File: config.mk
export PLATFORM = sky130hd
export DESIGN_NAME = btn_debounce
export DESIGN_NICKNAME = d
export VERILOG_FILES = /design/src/rtl/btn_debounce.sv
export SDC_FILE = /design/constraint.sdc
export NUM_CORES = 1
export LEC_CHECK = 0
export CORE_UTILIZATION = 25
export DETAILED_ROUTE_END_ITERATION = 7
export GPL_TIMING_DRIVEN = 1
export PLACE_DENSITY_LB_ADDON = 0.12
export SETUP_SLACK_MARGIN = 0.5
export SYNTH_ARGS = -nofsm -noshare
export SYNTH_HDL_FRONTEND = slang
export SYNTH_SLANG_ARGS = --single-unit
export TNS_END_PERCENT = 10
File: constraint.sdc
create_clock -name clk_in -period 2.9 [get_ports clk_in]
set_input_delay 0.58 -clock clk_in [delete_from_list [all_inputs] [get_ports clk_in]]
set_output_delay 0.58 -clock clk_in [all_outputs]
set_load 0.02 [all_outputs]
File: src/rtl/btn_debounce.sv
// Per-button two-FF synchroniser and debounce FSM with optional hold-to-repeat.
// Emits clean levels plus single-cycle press/release pulses for user logic.
module btn_debounce #(
    parameter int unsigned N_BTN     = 5,
    parameter logic [31:0] LIMIT     = 32'd1250000,
    parameter logic        REPEAT_EN = 1'b0,
    parameter logic [31:0] HOLD      = 32'd50000000,
    parameter logic [31:0] REPEAT    = 32'd12500000
) (
    input  logic             clk_in,
    input  logic             reset_in,
    input  logic [N_BTN-1:0] btn_raw,
    output logic [N_BTN-1:0] btn_level,
    output logic [N_BTN-1:0] btn_press,
    output logic [N_BTN-1:0] btn_release,
    output logic             any_press
);

    typedef enum logic [1:0] {
        ST_RELEASED     = 2'd0,
        ST_PRESS_PEND   = 2'd1,
        ST_PRESSED      = 2'd2,
        ST_RELEASE_PEND = 2'd3
    } state_e;

    state_e      state_q [N_BTN];
    state_e      state_d [N_BTN];
    logic [31:0] ctr_q   [N_BTN];
    logic [31:0] ctr_d   [N_BTN];

    logic [N_BTN-1:0] sync1_q;
    logic [N_BTN-1:0] sync2_q;
    logic [N_BTN-1:0] rep_q;
    logic [N_BTN-1:0] rep_d;
    logic [N_BTN-1:0] level_q;
    logic [N_BTN-1:0] level_d;
    logic [N_BTN-1:0] press_q;
    logic [N_BTN-1:0] press_d;
    logic [N_BTN-1:0] release_q;
    logic [N_BTN-1:0] release_d;
    logic             any_q;

    // Next-state logic for every button FSM; rep marks the REPEAT phase after the first HOLD expiry.
    always_comb begin
        for (int i = 0; i < int'(N_BTN); i++) begin
            state_d[i]   = state_q[i];
            ctr_d[i]     = ctr_q[i];
            rep_d[i]     = rep_q[i];
            level_d[i]   = level_q[i];
            press_d[i]   = 1'b0;
            release_d[i] = 1'b0;
            case (state_q[i])
                ST_RELEASED: begin
                    ctr_d[i] = 32'd0;
                    if (sync2_q[i]) begin
                        state_d[i] = ST_PRESS_PEND;
                    end else begin
                        state_d[i] = ST_RELEASED;
                    end
                end
                ST_PRESS_PEND: begin
                    if (!sync2_q[i]) begin
                        state_d[i] = ST_RELEASED;
                        ctr_d[i]   = 32'd0;
                    end else if (ctr_q[i] == LIMIT - 32'd1) begin
                        state_d[i] = ST_PRESSED;
                        level_d[i] = 1'b1;
                        press_d[i] = 1'b1;
                        ctr_d[i]   = 32'd0;
                        rep_d[i]   = 1'b0;
                    end else begin
                        ctr_d[i] = ctr_q[i] + 32'd1;
                    end
                end
                ST_PRESSED: begin
                    if (!sync2_q[i]) begin
                        state_d[i] = ST_RELEASE_PEND;
                        ctr_d[i]   = 32'd0;
                        rep_d[i]   = 1'b0;
                    end else if (!REPEAT_EN) begin
                        ctr_d[i] = 32'd0;
                    end else if (!rep_q[i] && (ctr_q[i] == HOLD - 32'd1)) begin
                        press_d[i] = 1'b1;
                        ctr_d[i]   = 32'd0;
                        rep_d[i]   = 1'b1;
                    end else if (rep_q[i] && (ctr_q[i] == REPEAT - 32'd1)) begin
                        press_d[i] = 1'b1;
                        ctr_d[i]   = 32'd0;
                    end else begin
                        ctr_d[i] = ctr_q[i] + 32'd1;
                    end
                end
                ST_RELEASE_PEND: begin
                    if (sync2_q[i]) begin
                        // Bounce back up: hold timing starts over, no event.
                        state_d[i] = ST_PRESSED;
                        ctr_d[i]   = 32'd0;
                        rep_d[i]   = 1'b0;
                    end else if (ctr_q[i] == LIMIT - 32'd1) begin
                        state_d[i]   = ST_RELEASED;
                        level_d[i]   = 1'b0;
                        release_d[i] = 1'b1;
                        ctr_d[i]     = 32'd0;
                    end else begin
                        ctr_d[i] = ctr_q[i] + 32'd1;
                    end
                end
                default: begin
                    state_d[i] = ST_RELEASED;
                    ctr_d[i]   = 32'd0;
                    rep_d[i]   = 1'b0;
                    level_d[i] = 1'b0;
                end
            endcase
        end
    end

    // Synchroniser, FSM state, counters and registered outputs.
    always_ff @(posedge clk_in) begin
        if (reset_in) begin
            sync1_q   <= '0;
            sync2_q   <= '0;
            rep_q     <= '0;
            level_q   <= '0;
            press_q   <= '0;
            release_q <= '0;
            any_q     <= 1'b0;
            for (int i = 0; i < int'(N_BTN); i++) begin
                state_q[i] <= ST_RELEASED;
                ctr_q[i]   <= 32'd0;
            end
        end else begin
            sync1_q   <= btn_raw;
            sync2_q   <= sync1_q;
            rep_q     <= rep_d;
            level_q   <= level_d;
            press_q   <= press_d;
            release_q <= release_d;
            any_q     <= |press_d;
            for (int i = 0; i < int'(N_BTN); i++) begin
                state_q[i] <= state_d[i];
                ctr_q[i]   <= ctr_d[i];
            end
        end
    end

    assign btn_level   = level_q;
    assign btn_press   = press_q;
    assign btn_release = release_q;
    assign any_press   = any_q;

endmodule

# Yosys cells after proc, flatten, opt, wreduce, memory -nomap -nowiden
# Memories as Yosys holds them, arrays and structs flattened.
# Cells that the tools add are included.
[classes] n_addsub=5 n_eq_ne=40 mux=108 bitwise_logic=15 reduce_logical=26
[ops] operator="$mux 32" n=20
[ops] operator="$pmux 32 s3" n=5
[ops] operator="$add 32x1->32 const B" n=5
[ops] operator="$eq 32x21->1 const B" n=5
[ops] operator="$mux 2" n=30
[ops] operator="$mux 1" n=43
[ops] operator="$ne 2x2->1 const B" n=20
[ops] operator="$pmux 2 s4" n=5
[ops] operator="$reduce_and 5->1" n=5
[ops] operator="$eq 2x2->1 const B" n=10
[ops] operator="$reduce_or 3->1" n=5
[ops] operator="$eq 2x1->1 const B" n=5
[ops] operator="$logic_not 2->1" n=5
[ops] operator="$or 1x1->1" n=10
[ops] operator="$pmux 1 s2" n=5
[ops] operator="$reduce_bool 2->1" n=5
[ops] operator="$reduce_or 2->1" n=5
[ops] operator="$not 1->1" n=5
[ops] operator="$reduce_or 5->1" n=1
[totals] register_bits=26 ramBits=170 input_bits=7 out_inout_bits=16 word_cells=210 memories=2
[memory_table] name="ctr_q" words=5 width=32 rd=5 rd_clocked_by_memory_dff=0 write_ports=5 line_no="28" text="logic [31:0] ctr_q [N_BTN];"
[memory_table] name="state_q" words=5 width=2 rd=5 rd_clocked_by_memory_dff=0 write_ports=5 line_no="26" text="state_e state_q [N_BTN];"

# Logic depth before layout (Yosys ltp)
# Gate-level depths: netlist of run 1.
# An unclocked memory read counts as a cell.
[logic_depth] ltp_word=6 depth_mapped=8 depth_no_buf=6

# Least setup slack after synthesis of run 1
# OpenSTA, ideal clock, no wires.
[synth_timing] kind="register to register" from="mem ctr_q[2][24], in the netlist ctr_q[0][88]" to="reg with a tool-made name" setup_ns=0.128 arrival_ns=1.932 required_time_ns=2.772 path_slack_ns=0.840 stages_incl_launch_ff=6 path_buffers=0 period_less_slack_ns=2.060 cell_sequence="dfxtp_1 -> or4b_1 -> or4_4 -> or3_4 -> mux2i_1 -> nor2_1"
[synth_rtl] item="start, declared" line_no="28"

==> results of run 1 <==
==> worst max-delay path by stage <==
stage                   from             to  slack, ns  cells past startpoint
3_5_place_dp    ctr_q[0][43]   ctr_q[0][61]       0.65                      6
5_1_grt        ctr_q[0][125]  ctr_q[0][105]       0.46                      5
2_1_floorplan   ctr_q[0][88]       register       0.84                      5
4_1_cts         ctr_q[0][43]   ctr_q[0][39]       0.62                      6
6_report        ctr_q[0][43]   ctr_q[0][39]       0.64                      6
3_3_place_gp    ctr_q[0][43]   ctr_q[0][39]       0.63                      6
==> final cells by class <==
class	instances	area (sq um)	area share, %
multi-input cells	716	4390	44.5
flip-flops and latches	196	3920	39.7
well taps	448	561	5.68
clock buffers	21	460	4.66
repair buffers	39	343	3.47
clock inverters	10	100	1.01
inverters	24	90.1	0.913
==> sequential cells by signal, summed over array words and instances, names as in the netlist, named ones only <==
name and cells:
sync1_q 5, btn_release 5, any_press 1, ctr_q 160, btn_level 5, btn_press 5
sync2_q 5, state_q 5
==> layer usage <==
metal,track usage [%],share of wire (%)
met1,15.2,51
met5,0,0
met4,3.88,0.95
met3,2.46,2.4
met2,17.9,45
==> cells by family (layout without fill, tap and decap cells) <==
logic type	after synthesis	after routing
xor gates and xnor gates	150	150
and+or+nand+nor	531	531
adders and majority gates	5	5
buffers and inverters	61	94
AOI/OAI and AO/OA	24	24
muxes	6	6
DFF	196	196
==> through the flow <==
step	hold WS [ns]	util (%)
6_report	0.434	29.4
5_1_grt	0.456	29.4
4_1_cts	0.439	29.3
3_5_place_dp	0.423	27.7
3_3_place_gp	0.417	27.7
2_1_floorplan	0.413	-
==> placed cells by master (no fill, tap or decap), types with 3 or more instances in the layout <==
| cell type | n |
|---|---|
| inv_1 | 24 |
| dfxtp_1 | 196 |
| nor4_1 | 30 |
| nor3_1 | 29 |
| a21oi_1 | 11 |
| and4_1 | 27 |
| nand2_1 | 50 |
| and2_1 | 11 |
| nand4_1 | 62 |
| xnor2_1 | 60 |
| nand3_1 | 57 |
| xor2_1 | 90 |
| nand4b_1 | 5 |
| nor4b_1 | 13 |
| or4_1 | 3 |
| and3_1 | 24 |
| nor2b_1 | 15 |
| ha_1 | 5 |
| nor4bb_1 | 4 |
| clkinvlp_4 | 4 |
| o21ai_0 | 6 |
| or3_1 | 6 |
| buf_4 | 17 |
| mux2i_1 | 6 |
| nor2_1 | 182 |
| clkdlybuf4s50_1 | 21 |
| clkbuf_16 | 17 |
==> power groups by stage <==
stage	combinational [mW]	sequential, mW	clock, mW
floorplan	0.0274	2.79	0
global placement	0.0738	2.78	0
detailed placement	0.0736	2.78	0
CTS	0.0738	2.72	2.42
global route	0.0798	2.72	2.53
finish	0.0713	2.72	2.30
==> what timing repair did <==
item | CTS | global route
resized for setup | 0 | 1
setup endpoints to repair | 0 | 45
endpoints found under the hold margin | 0 | 0
==> critical path, stage by stage (launching register included) <==
cell      delay, ns
dfxtp_1        0.37
or4b_2         0.68
nor4_1         0.35
buf_4          0.19
nand3b_1       0.09
buf_4          0.34
nor2_1         0.09
==> run_results.csv, run 1 <==
group,metric,value,unit
die,floorplan.initialDensity,25.4,%
synthesis,syn_area_per_cell,8.79,sq um
synthesis,netlist.area_leader.share,45.9,%
synthesis,synth_fa_ha_area_share,0.732,%
cells_and_area,n_fill_cell,3531,
worst_setup_path,critPathCaptureType,"register",
global_routing,overflow,0,
placement,dp.cells,1423,
status,result_of_the_run,"finished, final reports clean",
power_and_ir_drop,peakVddDrop,0.411,mV
worst_setup_path,required,3.21,ns
die,die-width,187,microns
timing,fin_worst_skew,0.0112,ns
synthesis,synth.most_common_cell,"dfxtp_1",
synthesis,synthArstFlopShare,0,%
worst_setup_path,launch_point_of_the_worst_reg_to_reg_path,"ctr_q[0][43]",
synthesis,yosys_top_cell_by_area,"dfxtp_1",
timing,relative_slew_slack,50.9,%
route,detail_route.vias_per_cell,4.45,
min_path,hold_path_depth,1,
worst_setup_path,worstPathArrival,2.57,ns
clocking,post-cts-setup-buffers,0,
timing,final_hold_viol_count,0,
power_and_ir_drop,internal_power,3.97,mW
clocking,htree_num_levels,4,
die,rows,67,
power_and_ir_drop,power_switching_share,21.9,%
route,drt.antenna.violating_nets,0,
timing,timing.final.max_slew_violations,0,
timing,setup_total_negative_slack,0,ns
cells_and_area,fin_nets,1006,
global_routing,antenna_found_initial,0,
synthesis,synth_edf_count,0,
min_path,holdCritPathClass,"register to register",
synthesis,synth_nets,985,
cells_and_area,instances_no_fill,1454,
clocking,tritoncts.num_buffers,17,
clocking,clock_pin_slew_on_the_worst_setup_and_hold_paths,0.08,ns
placement,port_buffers,22,
placement,post-dp-hpwl,13000,microns
run,max_cap_viol_count,0,
global_routing,first_global_vias,6138,
synthesis,synthFlopType,"dfxtp_1",
worst_setup_path,startpoint_type,"register",
cells_and_area,fin_area,9870,sq um
timing,finalSetupViolCount,0,
power_and_ir_drop,power_frac_clock,45.2,%
placement,detailedPlace.worstSlack,0.646,ns
clocking,clk-insertion-delay-late,0.43,ns
timing,finalCriticalPeriod,2.26,ns
synthesis,synth.area.top_cells,"dfxtp_1 (46%), xor2_1 (9.2%), nor2_1 (8.0%), xnor2_1 (6.1%), nand4_1 (4.5%)",
power_and_ir_drop,power.share.combinational,1.4,%
route,drc,0,
synthesis,synth-seq-area-share,45.9,%
die,core_area,33600,sq um
synthesis,yosysWarnings,0,
cells_and_area,antenna_cells,0,
clocking,cts.sinks,196,
synthesis,ys_ff_latch,196,
synthesis,yosys.area_share.xor_xnor,15.4,%
route,detail_route.first_pass.iterations,6,
timing,rsz_0062_raised_after_global_routing,"true",
placement,routabilityCongestion,0.748,
clocking,cts.root.buffer_cell,"clkbuf_16",
worst_setup_path,timing.reg2reg.setup_slack,0.64,ns
clocking,cts_buffer_depth,2,
timing,worst_slack,0.637,ns
worst_setup_path,worstReg2RegEnd,"ctr_q[0][39]",
global_routing,largest_net_degree_at_the_start_of_global_routing,33,
synthesis,synth_compound_gate_area_share,1.68,%
die,die_height,187,microns
synthesis,postSynthCellCount,973,
synthesis,synth_simple_gate_area_share,32.8,%
cells_and_area,layout_stage_area_growth_over_the_synthesis_result,15.5,%
global_routing,grt_first_pass_wirelength,32100,microns
route,detail_route.wl_per_cell,13.2,microns
worst_setup_path,timing.reg2reg.worst_path_depth,6,
placement,placed_cell_area,9310,sq um
clocking,clock_tree_from_tritoncts,"built",
clocking,cts-hold-fix-buffers,0,
synthesis,synth_top_family_by_area,"simple AND/OR/NAND/NOR gates",
synthesis,mux_contribution_to_synthesized_area,0.702,%
timing,maxClockFrequency,442,MHz
power_and_ir_drop,p_seq_share,53.4,%
synthesis,syn_area,8550,sq um
synthesis,synth_commonest_cells,"dfxtp_1 (196), nor2_1 (182), xor2_1 (90)",
die,count_of_pins_on_the_block_boundary,23,
timing,final_min_period_over_clock_period,78.0,%
cells_and_area,drive_above_1_share,5.57,%
worst_setup_path,worstPathMaxFanout,32,
route,wirelength,19100,microns
power_and_ir_drop,fin_total_pwr,5.09,mW
synthesis,post_synth_num_cell_types,43,
route,drt-initial-drc-count,398,
timing,tightest_slew,0.731,ns
route,route.vias.total,6473,
power_and_ir_drop,switching_power,1.11,mW
power_and_ir_drop,total_leakage_power,2.98,nW
power_and_ir_drop,power_density,515,nW/um^2
min_path,worst_case_hold_path_end_point,"sync2_q[4]",
global_routing,grtUsageTotal,11.3,%
worst_setup_path,type_of_the_worst_setup_path,"register to register",
min_path,min-delay-start,"sync1_q[4]",
die,dieArea,34900,sq um
(Power assumes the default switching activity.)
==> run 2: changes to the inputs <==
==> constraint.sdc (replaced) <==
create_clock -name clk_in -period 2 [get_ports clk_in]
set_input_delay 0.4 -clock clk_in [delete_from_list [all_inputs] [get_ports clk_in]]
set_output_delay 0.4 -clock clk_in [all_outputs]
set_load 0.02 [all_outputs]
==> run 2 against run 1 <==
  * Final cell count up 5.2%
  * First-iteration DRC count decreased by 25%
  * Sequential power is 45% higher
  * Critical path depth fell by 1
  * Die area did not move
  * Via count increased by 6.3%
  * Wire length is 8.5% higher
  * Worst setup slack lost 0.75 ns
  * Fmax is 7.0% higher
  * Non-clock buffer count is 74 higher
  * Largest power group unchanged
  * The run now ends with setup timing left
  * Final area is 18% higher
==> run_results.csv, run 2 (synthesis results as in run 1) <==
group,metric,value,unit
status,result_of_the_run,"complete, but fails checks",
status,violations,"setup timing",
min_path,hold_path_depth,2,
timing,tightest_slew,0.454,ns
placement,port_buffers,22,
timing,rsz_0062_raised_after_global_routing,"true",
run,max_cap_viol_count,0,
die,count_of_pins_on_the_block_boundary,23,
die,rows,67,
cells_and_area,register_containing_the_most_flip_flops_in_the_final_layout,"ctr_q",
clocking,cts.sinks,196,
die,dieArea,34900,sq um
clocking,clock_pin_slew_on_the_worst_setup_and_hold_paths,0.07,ns
route,detail_route.wl_per_cell,13.6,microns
power_and_ir_drop,power_switching_share,21.3,%
timing,worst_slack,-0.114,ns
worst_setup_path,critPathCaptureType,"register",
timing,finalSetupViolCount,26,
clocking,clk-insertion-delay-late,0.43,ns
power_and_ir_drop,power_density,656,nW/um^2
timing,fin_worst_skew,0.0137,ns
power_and_ir_drop,peakVddDrop,0.515,mV
timing,timing.final.max_slew_violations,0,
global_routing,largest_net_degree_at_the_start_of_global_routing,33,
route,detail_route.first_pass.iterations,4,
worst_setup_path,startpoint_type,"register",
clocking,cts_buffer_depth,2,
min_path,holdCritPathClass,"input port to register",
cells_and_area,largest_register_ffs,160,
cells_and_area,layout.cells.most_common,"dfxtp_1",
route,wirelength,20800,microns
global_routing,grt_first_pass_wirelength,34900,microns
worst_setup_path,timing.reg2reg.worst_path_depth,5,
timing,finalCriticalPeriod,2.11,ns
clocking,tritoncts.num_buffers,17,
die,die_height,187,microns
worst_setup_path,worstPathMaxFanout,4,
placement,routabilityCongestion,0.731,
timing,maxClockFrequency,473,MHz
placement,post-dp-hpwl,13700,microns
route,drt-initial-drc-count,298,
power_and_ir_drop,internal_power,6.01,mW
timing,final_min_period_over_clock_period,106,%
timing,relative_slew_slack,69.7,%
die,floorplan.initialDensity,25.4,%
die,die-width,187,microns
route,detail_route.vias_per_cell,4.50,
power_and_ir_drop,total_leakage_power,3.63,nW
cells_and_area,n_fill_cell,3467,
worst_setup_path,type_of_the_worst_setup_path,"register to register",
cells_and_area,fin_nets,1080,
global_routing,antenna_found_initial,0,
cells_and_area,layout_stage_area_growth_over_the_synthesis_result,36.2,%
global_routing,first_global_vias,6789,
timing,final_hold_viol_count,0,
worst_setup_path,required,2.32,ns
power_and_ir_drop,p_seq_share,51.6,%
cells_and_area,instances_no_fill,1529,
cells_and_area,post_route_core_utilization,34.6,%
power_and_ir_drop,switching_power,1.62,mW
global_routing,overflow,0,
cells_and_area,drive_above_1_share,28.3,%
route,drc,0,
power_and_ir_drop,fin_total_pwr,7.64,mW
cells_and_area,final_cell_mix,"dfxtp_1 (167), nor2_1 (95), xor2_1 (86)",
die,core_area,33600,sq um
cells_and_area,antenna_cells,0,
power_and_ir_drop,power.share.combinational,1.3,%
route,drt.antenna.violating_nets,0,
clocking,cts.root.buffer_cell,"clkbuf_16",
global_routing,grtUsageTotal,12.2,%
clocking,cts-hold-fix-buffers,0,
route,route.vias.total,6884,
clocking,clock_tree_from_tritoncts,"built",
clocking,htree_num_levels,4,
placement,dp.cells,1489,
power_and_ir_drop,power_frac_clock,47.1,%
worst_setup_path,worstPathArrival,2.43,ns
==> run 2: cell types whose count changed in the layout (fill, tap and decap cells not counted), moves of 10 or more <==
| cell | delta |
|---|---|
| buf_4 | +60 |
| nor4_1 | -12 |
| clkdlybuf4s50_1 | -16 |
| nor2_1 | -87 |
| dfxtp_2 | +24 |
| nor2_2 | +10 |
| nor2_4 | +77 |
| dfxtp_1 | -29 |
==> run 2: path summary, 6_finish.rpt <==
path	from	endpoint	slack [ns]
hold / removal	reset_in	register	0.35
hold reg to reg	sync1_q[4]	sync2_q[4]	0.44
setup / recovery	ctr_q[0][91]	register	-0.11
setup reg to reg	ctr_q[0][91]	register	-0.11
==> run 2: final cells by class <==
cell class	count	area, sq um	area share, %
multi-input combinational	716	5370	46.1
sequential	196	3970	34.1
timing repair buffer	113	1040	8.92
tap	448	561	4.81
clock buffer	21	460	3.95
clock inverter	11	150	1.29
inverter	24	90.1	0.774
==> run 2: repair_timing <==
action,CTS,global route
setup buffers,5,0
endpoints found under the hold margin,0,0
pin swaps,157,123
cloned,3,0
gates resized for setup,189,133
endpoints found under the setup margin,201,189
==> run 2: metrics by stage <==
stage	hold slack, ns	setup WS [ns]	setup TNS [ns]	area, sq um
global route	0.353	-0.202	-4.29	11600
CTS	0.330	-0.108	-0.697	11200
floorplan	0.411	-0.0456	-0.0822	8560
detailed placement	0.423	-0.127	-4.61	9870
global placement	0.420	-0.108	-3.30	9870
finish	0.346	-0.114	-0.543	11600
==> run 2: routing by layer <==
layer	track usage (%)	wire [microns]
met1	16.7	10700
met2	19.4	9470
met3	2.46	324
met4	3.63	227
met5	0	0
==> run 2: power by group through the flow <==
stage / Clock (mW) / Combinational [mW] / Sequential [mW]
2_1_floorplan: 0 / 0.0399 / 4.04
3_3_place_gp: 0 / 0.102 / 4.04
3_5_place_dp: 0 / 0.102 / 4.04
4_1_cts: 3.77 / 0.0998 / 3.95
5_1_grt: 3.93 / 0.112 / 3.94
6_report: 3.59 / 0.101 / 3.94
==> run 2: worst max-delay path: stages (launching register included) <==
cell and delay (ns):
dfxtp_2 0.32, or4b_4 0.52, or4_4 0.57, or3_4 0.38
mux2i_1 0.16, nor2_1 0.05
==> run 3: changes to the inputs <==
--- a/config.mk
+++ b/config.mk
@@ -7,8 +7,8 @@
 export LEC_CHECK = 0
 export CORE_UTILIZATION = 25
 export DETAILED_ROUTE_END_ITERATION = 7
+export GPL_ROUTABILITY_DRIVEN = 0
 export GPL_TIMING_DRIVEN = 1
-export PLACE_DENSITY_LB_ADDON = 0.12
 export SETUP_SLACK_MARGIN = 0.5
 export SYNTH_ARGS = -nofsm -noshare
 export SYNTH_HDL_FRONTEND = slang
==> constraint.sdc (replaced) <==
create_clock -name clk_in -period 1.75 [get_ports clk_in]
set_input_delay 0.35 -clock clk_in [delete_from_list [all_inputs] [get_ports clk_in]]
set_output_delay 0.35 -clock clk_in [all_outputs]
set_load 0.02 [all_outputs]
==> run 3 against run 2 <==
  * The run still ends with setup timing left
  * Flip-flop and latch count unchanged
  * Final cell count is 6.0% higher
  * Count of clock-buffer cells in the layout shrank 3
  * Hold slack lost 0.023 ns
  * Largest cell class unchanged
==> run_results.csv, run 3 (synthesis results as in run 1) <==
group,metric,value,unit
global_routing,grt.met2_usage,19.0,%
global_routing,overflow,0,
clocking,cts.sinks,196,
global_routing,globalRoute.busiestLayer,"met2",
timing,timing.final.max_slew_violations,0,
worst_setup_path,cp_slowest_cell,"or4_4",
worst_setup_path,startpoint_type,"register",
global_routing,grt_first_pass_wirelength,33500,microns
clocking,cts-hold-fix-buffers,0,
worst_setup_path,worstPathArrival,2.43,ns
power_and_ir_drop,power_density,719,nW/um^2
route,drt.antenna.violating_nets,0,
worst_setup_path,launch_point_of_the_worst_reg_to_reg_path,"ctr_q[0][91]",
placement,post-dp-hpwl,13400,microns
clocking,cts_buffer_depth,2,
cells_and_area,layout_stage_area_growth_over_the_synthesis_result,39.3,%
placement,placed_cell_area,10600,sq um
cells_and_area,largest_register_ffs,160,
clocking,clk-insertion-delay-late,0.44,ns
worst_setup_path,critPathCaptureType,"register",
timing,relative_slew_slack,72.9,%
die,count_of_pins_on_the_block_boundary,23,
timing,final_min_period_over_clock_period,120,%
clocking,clock_tree_from_tritoncts,"built",
clocking,tritoncts.num_buffers,17,
die,die_height,187,microns
timing,fin_worst_skew,0.0147,ns
global_routing,gr-usage-met1,15.1,%
placement,port_buffers,22,
cells_and_area,antenna_cells,0,
die,core_area,33600,sq um
timing,worst_slack,-0.346,ns
status,result_of_the_run,"complete, but fails checks",
status,violations,"setup timing",
global_routing,antenna_found_initial,0,
placement,dp.cells,1583,
route,drt-initial-drc-count,358,
route,detail_route.first_pass.iterations,4,
clocking,clock_pin_slew_on_the_worst_setup_and_hold_paths,0.08,ns
worst_setup_path,type_of_the_worst_setup_path,"register to register",
cells_and_area,register_containing_the_most_flip_flops_in_the_final_layout,"ctr_q",
die,dieArea,34900,sq um
global_routing,first_global_vias,7043,
clocking,cts.root.buffer_cell,"clkbuf_16",
route,drc,0,
timing,final_hold_viol_count,0,
global_routing,groute.layer.met3.usage,2.40,%
timing,finalSetupViolCount,71,
worst_setup_path,required,2.09,ns
timing,maxClockFrequency,477,MHz
timing,finalCriticalPeriod,2.10,ns
power_and_ir_drop,total_leakage_power,4.09,nW
worst_setup_path,worstPathMaxFanout,4,
route,route.vias.total,7176,
min_path,holdCritPathClass,"input port to register",
timing,rsz_0062_raised_after_global_routing,"true",
cells_and_area,layout.cells.most_common,"buf_4",
cells_and_area,drive_above_1_share,30.3,%
global_routing,grtUsageTotal,11.5,%
worst_setup_path,worst_path_largest_cell_delay,0.56,ns
power_and_ir_drop,fin_total_pwr,8.57,mW
power_and_ir_drop,peakVddDrop,0.605,mV
worst_setup_path,timing.critical_path.cells,"or4b_4, or4_4, or3_4, mux2i_1, nor2_1",
timing,fin_hold_ws,0.323,ns
worst_setup_path,timing.reg2reg.worst_path_depth,5,
die,floorplan.initialDensity,25.4,%
worst_setup_path,timing.reg2reg.setup_slack,-0.35,ns
run,max_cap_viol_count,0,
placement,detailedPlace.worstSlack,-0.358,ns
route,detail_route.wl_per_cell,12.1,microns
route,wirelength,19500,microns
worst_setup_path,cp-startpoint,"ctr_q[0][91]",
timing,tightest_slew,0.405,ns
clocking,htree_num_levels,4,
cells_and_area,instances_no_fill,1621,
die,die-width,187,microns
route,detail_route.vias_per_cell,4.43,
cells_and_area,final_cell_mix,"buf_4 (170), dfxtp_1 (159), nor2_1 (152)",
cells_and_area,fin_area,11900,sq um
global_routing,largest_net_degree_at_the_start_of_global_routing,33,
cells_and_area,fin_nets,1172,
die,rows,67,
-- run 3: metal layers --
metal	wire, microns	up-vias
met5	0	-
met4	243	0
met3	515	16
met2	9100	56
met1	9680	3356
li1	-	3748
-- run 3: timing repair --
| action | CTS | global route |
|---|---|---|
| pin swaps | 105 | 39 |
| setup buffers | 2 | 1 |
| setup endpoints to repair | 201 | 201 |
| gates resized for setup | 199 | 54 |
| cloned | 2 | 1 |
-- run 3: power by group --
part / internal, mW / switching [mW]
sequential: 4.48 / 0.0241
clock: 2.04 / 1.89
combinational: 0.0623 / 0.0674
-- run 3: worst min path at each step --
stage,start,to,cells after the start
3_5_place_dp,sync1_q[1],sync2_q[1],1
4_1_cts,reset_in,btn_level[2],3
5_1_grt,reset_in,btn_level[2],3
6_report,reset_in,btn_level[2],3
3_3_place_gp,sync1_q[4],sync2_q[4],1
2_1_floorplan,ctr_q[0][64],ctr_q[0][64],1
-- run 3: critical path, delay by kind of cell (launching register included) --
family	cells	cell delay [ns]
multiplexers	1	0.16
AND/OR/NAND/NOR	4	1.52
flip-flops	1	0.32
-- run 3: layout make-up --
| type | instances | area [sq um] |
|---|---|---|
| clock buffers | 18 | 429 |
| well taps | 448 | 561 |
| repair buffers | 205 | 1760 |
| flip-flops and latches | 196 | 3970 |
| inverters | 24 | 90.1 |
| clock inverters | 14 | 165 |
| multi-input cells | 716 | 4940 |
| fillers | 3362 | 21700 |
-- run 3: through the flow --
stage	util, %	setup TNS [ns]
floorplan	-	-14.12
global placement	31.5	-18.83
detailed placement	31.5	-23.09
CTS	34.8	-18.28
global route	35.4	-21.25
finish	35.4	-14.27
